--- src/rtl/la_code_if.sv ---
// Address/data bus of the 5x5 matrix capture block.
// value[r-1][c-1] carries A[r][c] (value11..value55); valued[r-1][c-1] carries valueRCd.
interface la_code_if;
  logic [4:0]            address;
  logic [31:0]           data_out;
  logic [4:0][4:0][31:0] value;
  logic [4:0][4:0][31:0] valued;

  modport master (output address, input data_out, value, valued);
  modport slave  (input address, output data_out, value, valued);
endinterface

--- src/rtl/la_code.sv ---
// 5x5 coefficient-ROM matrix capture: loads A element-by-element from a fixed ROM
// and keeps a registered transpose bank one clock behind it.

// One matrix element: its A register plus the A^T register fed from the mirrored cell.
module la_cell (
  input  logic        clk,
  input  logic        reset,
  input  logic        wr,
  input  logic [31:0] din,
  input  logic [31:0] tin,
  output logic [31:0] val,
  output logic [31:0] vald
);
  always_ff @(posedge clk) begin
    if (reset) begin
      val  <= '0;
      vald <= '0;
    end else begin
      if (wr) val <= din;
      vald <= tin;
    end
  end
endmodule

module la_code #(
  parameter logic [31:0] ROM_BASE = 32'd1
) (
  input  logic       clk,
  input  logic       reset,
  la_code_if.slave   bus
);
  localparam int N = 5;

  logic                  in_range;
  logic [31:0]           rom_word;
  logic [N-1:0][N-1:0][31:0] val;
  logic [N-1:0][N-1:0][31:0] vald;

  // ROM is rom[k] = ROM_BASE + k; addresses 25..31 read as zero and write nothing.
  always_comb begin
    in_range = (bus.address < 5'd25);
    rom_word = in_range ? (ROM_BASE + 32'(bus.address)) : '0;
  end

  always_ff @(posedge clk) begin
    if (reset) bus.data_out <= '0;
    else       bus.data_out <= rom_word;
  end

  // Cell (r,c) samples the mirrored cell (c,r) for its transpose entry.
  for (genvar r = 0; r < N; r++) begin : g_row
    for (genvar c = 0; c < N; c++) begin : g_col
      la_cell u_cell (
        .clk   (clk),
        .reset (reset),
        .wr    (in_range && (bus.address == 5'(N*r + c))),
        .din   (rom_word),
        .tin   (val[c][r]),
        .val   (val[r][c]),
        .vald  (vald[r][c])
      );
    end
  end

  assign bus.value  = val;
  assign bus.valued = vald;
endmodule

--- src/flat_wrapper.sv ---
// flat-port wrapper written by rule: the top's interface ports become plain ports
module la_code_flat 
#(
  parameter logic [31:0] ROM_BASE = 32'd1
)
  (clk, reset, bus_address, bus_data_out, bus_value, bus_valued);
  la_code_if bus_i ();
  input  logic clk;
  input  logic reset;
  input wire logic [$bits(bus_i.address)-1:0] bus_address;
  output wire logic [$bits(bus_i.data_out)-1:0] bus_data_out;
  output wire logic [$bits(bus_i.value)-1:0] bus_value;
  output wire logic [$bits(bus_i.valued)-1:0] bus_valued;
  assign bus_i.address = bus_address;
  assign bus_data_out = bus_i.data_out;
  assign bus_value = bus_i.value;
  assign bus_valued = bus_i.valued;
  la_code #(.ROM_BASE(ROM_BASE)) u_core (.clk(clk), .reset(reset), .bus(bus_i));
endmodule
--- config.mk ---
export PLATFORM = sky130hd
export DESIGN_NAME = la_code_flat
export DESIGN_NICKNAME = d
export VERILOG_FILES = /design/src/rtl/la_code_if.sv /design/src/rtl/la_code.sv /design/src/flat_wrapper.sv
export SDC_FILE = /design/constraint.sdc
export NUM_CORES = 1
export LEC_CHECK = 0
export ABC_AREA = 0
export ABC_CLOCK_PERIOD_IN_PS = 2300
export BUFFER_PORTS_ARGS = -buffer_cell sky130_fd_sc_hd__buf_2
export CAP_MARGIN = 40
export CELL_PAD_IN_SITES_DETAIL_PLACEMENT = 0
export CELL_PAD_IN_SITES_GLOBAL_PLACEMENT = 2
export CORE_AREA = 2 2 640 642
export DETAILED_ROUTE_END_ITERATION = 10
export DIE_AREA = 0 0 642 644
export PLACE_DENSITY_LB_ADDON = 0.08
export SYNTH_ARGS = -nofsm -noshare
export SYNTH_HDL_FRONTEND = slang
export SYNTH_SLANG_ARGS = --single-unit
--- constraint.sdc ---
create_clock -name clk -period 2.3 [get_ports clk]
set_clock_uncertainty 0.1 [all_clocks]
set_input_delay 0.115 -clock clk [delete_from_list [all_inputs] [get_ports clk]]
set_output_delay 0.115 -clock clk [all_outputs]
set_load 0.02 [all_outputs]
[Yosys cells after proc, flatten, opt, wreduce, memory -nomap -nowiden]
Index checks and enable logic that the tools add are counted.
Operators by class
  $add $sub $neg: 1
  magnitude comparators: 1
  equal/unequal tests: 24
  mux-type cells: 1
  reduce and logical (&&, ||, !) cells: 26
Operator list (number)
  $eq A5 B5 Y1 const B: 9
  $eq A5 B4 Y1 const B: 8
  $mux W32: 1
  $logic_and A1 B1 Y1: 25
  $eq A5 B3 Y1 const B: 4
  $eq A5 B2 Y1 const B: 2
  $add A1 B5 Y6 const A: 1
  $eq A5 B1 Y1 const B: 1
  $logic_not A5 Y1: 1
  $lt A5 B5 Y1 const B: 1
Word-level totals
  register bits: 1632
  input bits: 7
  output and inout port bits: 1632
  logic and storage cells: 104

[Longest topological paths before layout]
  depth in word-level cells: 2
  mapped depth: 8
  gate-level depth less buffers: 6

[Modules after synthesis]
A second synthesis with hierarchy kept.
Second synthesis, totals
  cells, all modules: 4376
  area, all modules: 51398.0 um^2
Modules (own cells, without submodules)
  la_cell: times used 25, cells an instance 171, area each 2028.2 um^2, seq. area each 1281.2 um^2
  la_code: times used 1, cells an instance 101, area each 693.2 um^2, seq. area each 120.1 um^2

[Worst setup path after synthesis]
Ideal clock, no wire load.
  path kind: input to register
  start: input bus_address[0]
  end: register u_core.g_row[2].g_col[4].u_cell.val[4]
  library setup time: 0.121 ns
  arrival: 1.601 ns
  data required time: 2.079 ns
  setup slack: 0.478 ns
  stages: 7
  buffers on the path: 3
  cell sequence: clkbuf_1 -> buf_1 -> inv_1 -> ha_1 -> and4b_1 -> buf_4 -> mux2_2
Between the ends
  word-level cells in the longest chain between the ends: 2
  elaborated cells on any way between the ends: 5
  those cells by class: add/sub (1); order compare (1); eq/ne (1); mux (1); reduce/logical (1)
RTL lines
  from (decl): line flat_wrapper.sv:10  | input wire logic [$bits(bus_i.address)-1:0] bus_address;
  $add A1 B5 Y6 (tied with other cells): line la_code.sv:42  | rom_word = in_range ? (ROM_BASE + 32'(bus.address)) : '0;
  $mux W32 / $logic_and A1 B1 Y1 (equally long branches): line la_code.sv:42, la_code.sv:56
  to (signal assigned): line la_code.sv:19  | if (wr) val <= din;
  to (decl): line la_code.sv:11  | output logic [31:0] val,
Several ways; a longest one is shown, not always the timed one.
A chain may end at the register's enable or synchronous reset.

[Worst setup path after layout]
  start: input bus_address[0]
  end: register u_core.g_row[1].g_col[1].u_cell.val[4]
Between the ends
  word-level cells in the longest chain between the ends: 2
  elaborated cells on any way between the ends: 5
  those cells by class: add/sub (1); order compare (1); eq/ne (1); mux (1); reduce/logical (1)
RTL lines (line)
  $add A1 B5 Y6 (tied with other cells): la_code.sv:42
  $mux W32 / $logic_and A1 B1 Y1 (equally long branches): la_code.sv:42, la_code.sv:56
  to (signal assigned): la_code.sv:19
  to (decl): la_code.sv:11
Several ways; a longest one is shown, not always the timed one.

==> results.md <==
* WHS Path Cells at 5
* Setup bufs post-CTS at 0
* CP max stage delay at 610 ps
* Most used cell, CP: nand2_1
* RSZ-0062 raised after global routing: false
* Total Routed Length at 98,700 um
* Reg2Reg Setup Slack at 820 ps
* Post_cts resized at 0
* Synth top area cells: buf_4 51%, dfxtp_1 31%, nor2b_1 5.6%, a211oi_1 2.0%, nor2_1 1.6%
* H-tree levels at 2
* Yosys top cell by area: buf_4
* Synth warn at 0
* Tot Pwr at 15,300 uW
* EDFF count, synth at 0
* Grt ovf at 0
* Count of pins over their slew limit at 0
* Multi-input gate area at 8190 um2
* RR Startpoint: u_core.g_row[1].g_col[2].u_cell.val[5]
* Final hold violation count at 0
* Period Utilization, post-route at 90.3%
* Avg Cell Area, Syn at 8.94 um2
* Core area at 408,000 um2
* Post-DP Area at 23,300 um2
* Clk root buf: clkbuf_16
* Die Y at 644 um
* Final WS setup at 223 ps
* Aggregate global-route resource usage at 4.43%
* Commonest cells in the netlist: 1,335 x buf_4, 306 x dfxtp_1, 174 x nor2b_1
* Hold Crit Class: input port to register
* LEAKAGE at 0.0105 uW
* Worst Tran Pin Value at 540 ps
* Crit Path Max Fanout at 7
* Required time of the worst setup path at 2760 ps
* PD cells at 620 nW/um2
* Clk sinks at 306
* # IOs at 1,639
* Largest net degree at the start of global routing at 60
* Worst flop-to-flop path endpoint: u_core.g_row[1].g_col[2].u_cell.val[5]
* Post-route cell area at 24,700 um2
* Fillers at 48,300
* CTS tree: built
* Most common flop cell mapped by yosys: dfxtp_1
* DRT iter0 DRCs at 196
* Vias at 10,700
* Cts bufs inserted at 43
* Ys async rst share at 0%
* Crit start category: input port
* Worst hold endpoint: u_core.g_row[3].g_col[0].u_cell.val[1]
* Layout cell share with drive strength beyond 1 at 17.9%
* Final setup fails at 0
* Post-route minimum period at 2080 ps
* Max_slew headroom at 63.9%
* Buffers on Ports at 312
* Hold_buf cts at 3
* Outcome: completed
* Initial Util at 4.81%
* Highest clock rate at 0.481 GHz
* Post-synthesis sequential area ratio at 31.3%
* Setup Total Neg Slack at 0 ps
* Antenna violations before repair at 9
* Clk Latency, worst-skew pair at 640 ps
* 1st-pass router iterations at 4
* Synth Register Bits at 306
* Hold Path Origin: bus_address[4]
* Post-Place Setup Slack at 59.2 ps
* Number of global-route vias before repair at 10,600
* CP max stage cell: dlygate4sd3_1
* Critical path class: input port to register
* Layout area overhead at 26.2%
* Post-Synthesis Cells at 2,193
* Die width at 642 um
* Max Root-Sink Buffers at 3
* RePlAce Congestion at 0.636
* Cell area after synthesis at 19,600 um2
* CP arrival at 2530 ps
* Register area at 6130 um2
* Routed wire per std cell at 12.3 um
* Cell variety after synth at 43
* Critical path endpoint category: register
* Top-count cell post-synth: buf_4
* HPWL after DPL at 84,200 um
* Worst r2r path cells at 2
* Area share of the largest cell type after synthesis at 51.1%
* First-pass GRT wire length at 121,000 um
* DR DRC count at 0
* Clk pin slew, worst setup/hold paths at 60 ps
* Fin Hold WS at 54.0 ps
* Via/cell ratio at 1.34
* Die area at 413,000 um2
* NumNets Final at 2,556
* Maximum VDD drop at 0.000494 V
* Remaining antenna violation count after routing at 0
* Critical Path, Cell by Cell: dlygate4sd3_1 -> buf_2 -> ha_1 -> and3_1 -> ha_2 -> nor2_1 -> nand2_1 -> nand2_1
* Rows at 235
* Total of max-cap violations at 0
## how the worst max path moves through the flow
stage	to	depth (start not counted)	from	slack [ps]
after floorplan	u_core.g_row[2].g_col[4].u_cell.val[4]	7	bus_address[0]	480
after global placement	u_core.g_row[1].g_col[1].u_cell.val[4]	7	bus_address[0]	30
after detailed placement	u_core.g_row[1].g_col[1].u_cell.val[4]	7	bus_address[0]	60
after CTS	u_core.g_row[1].g_col[1].u_cell.val[4]	8	bus_address[0]	80
after global routing	u_core.g_row[1].g_col[1].u_cell.val[4]	8	bus_address[0]	30
final	u_core.g_row[1].g_col[1].u_cell.val[4]	8	bus_address[0]	220
## area by class of cell
| class | count | share of cell area (%) |
|---|---|---|
| Sequential cell | 306 | 24.8 |
| Antenna cell | 5 | 0.0506 |
| Multi-Input combinational cell | 1813 | 33.1 |
| Clock buffer | 66 | 5.31 |
| Timing Repair Buffer | 372 | 8.66 |
| Tap cell | 5451 | 27.6 |
| Inverter | 8 | 0.121 |
| Clock inverter | 7 | 0.405 |
## registers in the layout, summed over array words and instances (netlist names)
register / count
u_core.g_row.g_col.u_cell.val: 150
u_core.g_row.g_col.u_cell.vald: 150
u_core.bus.data_out: 6
## placed cells by master (no fill, tap or decap), types with 5 or more instances in the layout
cell and n:
nor2_1 83, buf_12 9, clkbuf_8 15, a211oi_1 53, clkbuf_1 8, and4b_1 7, nor2b_1 174, mux2i_1 17
a21oi_1 32, diode_2 5, and4bb_2 7, nand2_1 16, dfxtp_1 306, buf_4 48, or3b_1 8, nand3b_1 5
buf_2 311, clkbuf_16 43, conb_1 1327, nand2b_1 20, inv_1 8, nand3_1 10, nor3_1 5
## stage by stage
step	cells	util (%)
floorplan	3519	-
global placement	7947	5.71
detailed placement	7947	5.71
CTS	8023	6.07
global route	8023	6.07
finish	8028	6.07
## power by group
group	leakage [uW]	switching [uW]	internal [uW]
combinational	0.00735	2610	207
clock	0.000693	3060	4030
sequential	0.00247	53.5	5360
total	0.0105	5730	9600
## kinds of logic (layout without fill, tap and decap cells)
kind of cell | Yosys count | in the layout | synth area share [%]
XOR/XNOR | 2 | 2 | 0.0894
flip-flops | 306 | 306 | 31.3
AND/OR/NAND/NOR | 360 | 360 | 11.2
other | 1 | 1332 | 0.0191
adder cells (fa/ha/maj) | 5 | 5 | 0.319
AO/OA/AOI/OAI | 99 | 99 | 3.49
multiplexers | 20 | 20 | 1.04
buffers and inverters | 1400 | 453 | 52.6
## per-layer routing
layer | GRT usage (%) | routed length (um) | vias to the layer above
met4 | 0.935 | 1530 | 0
li1 | - | - | 4909
met3 | 2.14 | 10800 | 69
met5 | 0 | 0 | -
met1 | 4.01 | 31100 | 5039
met2 | 8.77 | 55300 | 731
## critical path, delay by kind of cell
kind	cells	cell delay, ps
buf+inv	2	920
simple gates	4	930
fa+ha+maj	2	540
No activity file was read; power rests on OpenSTA's default activity.
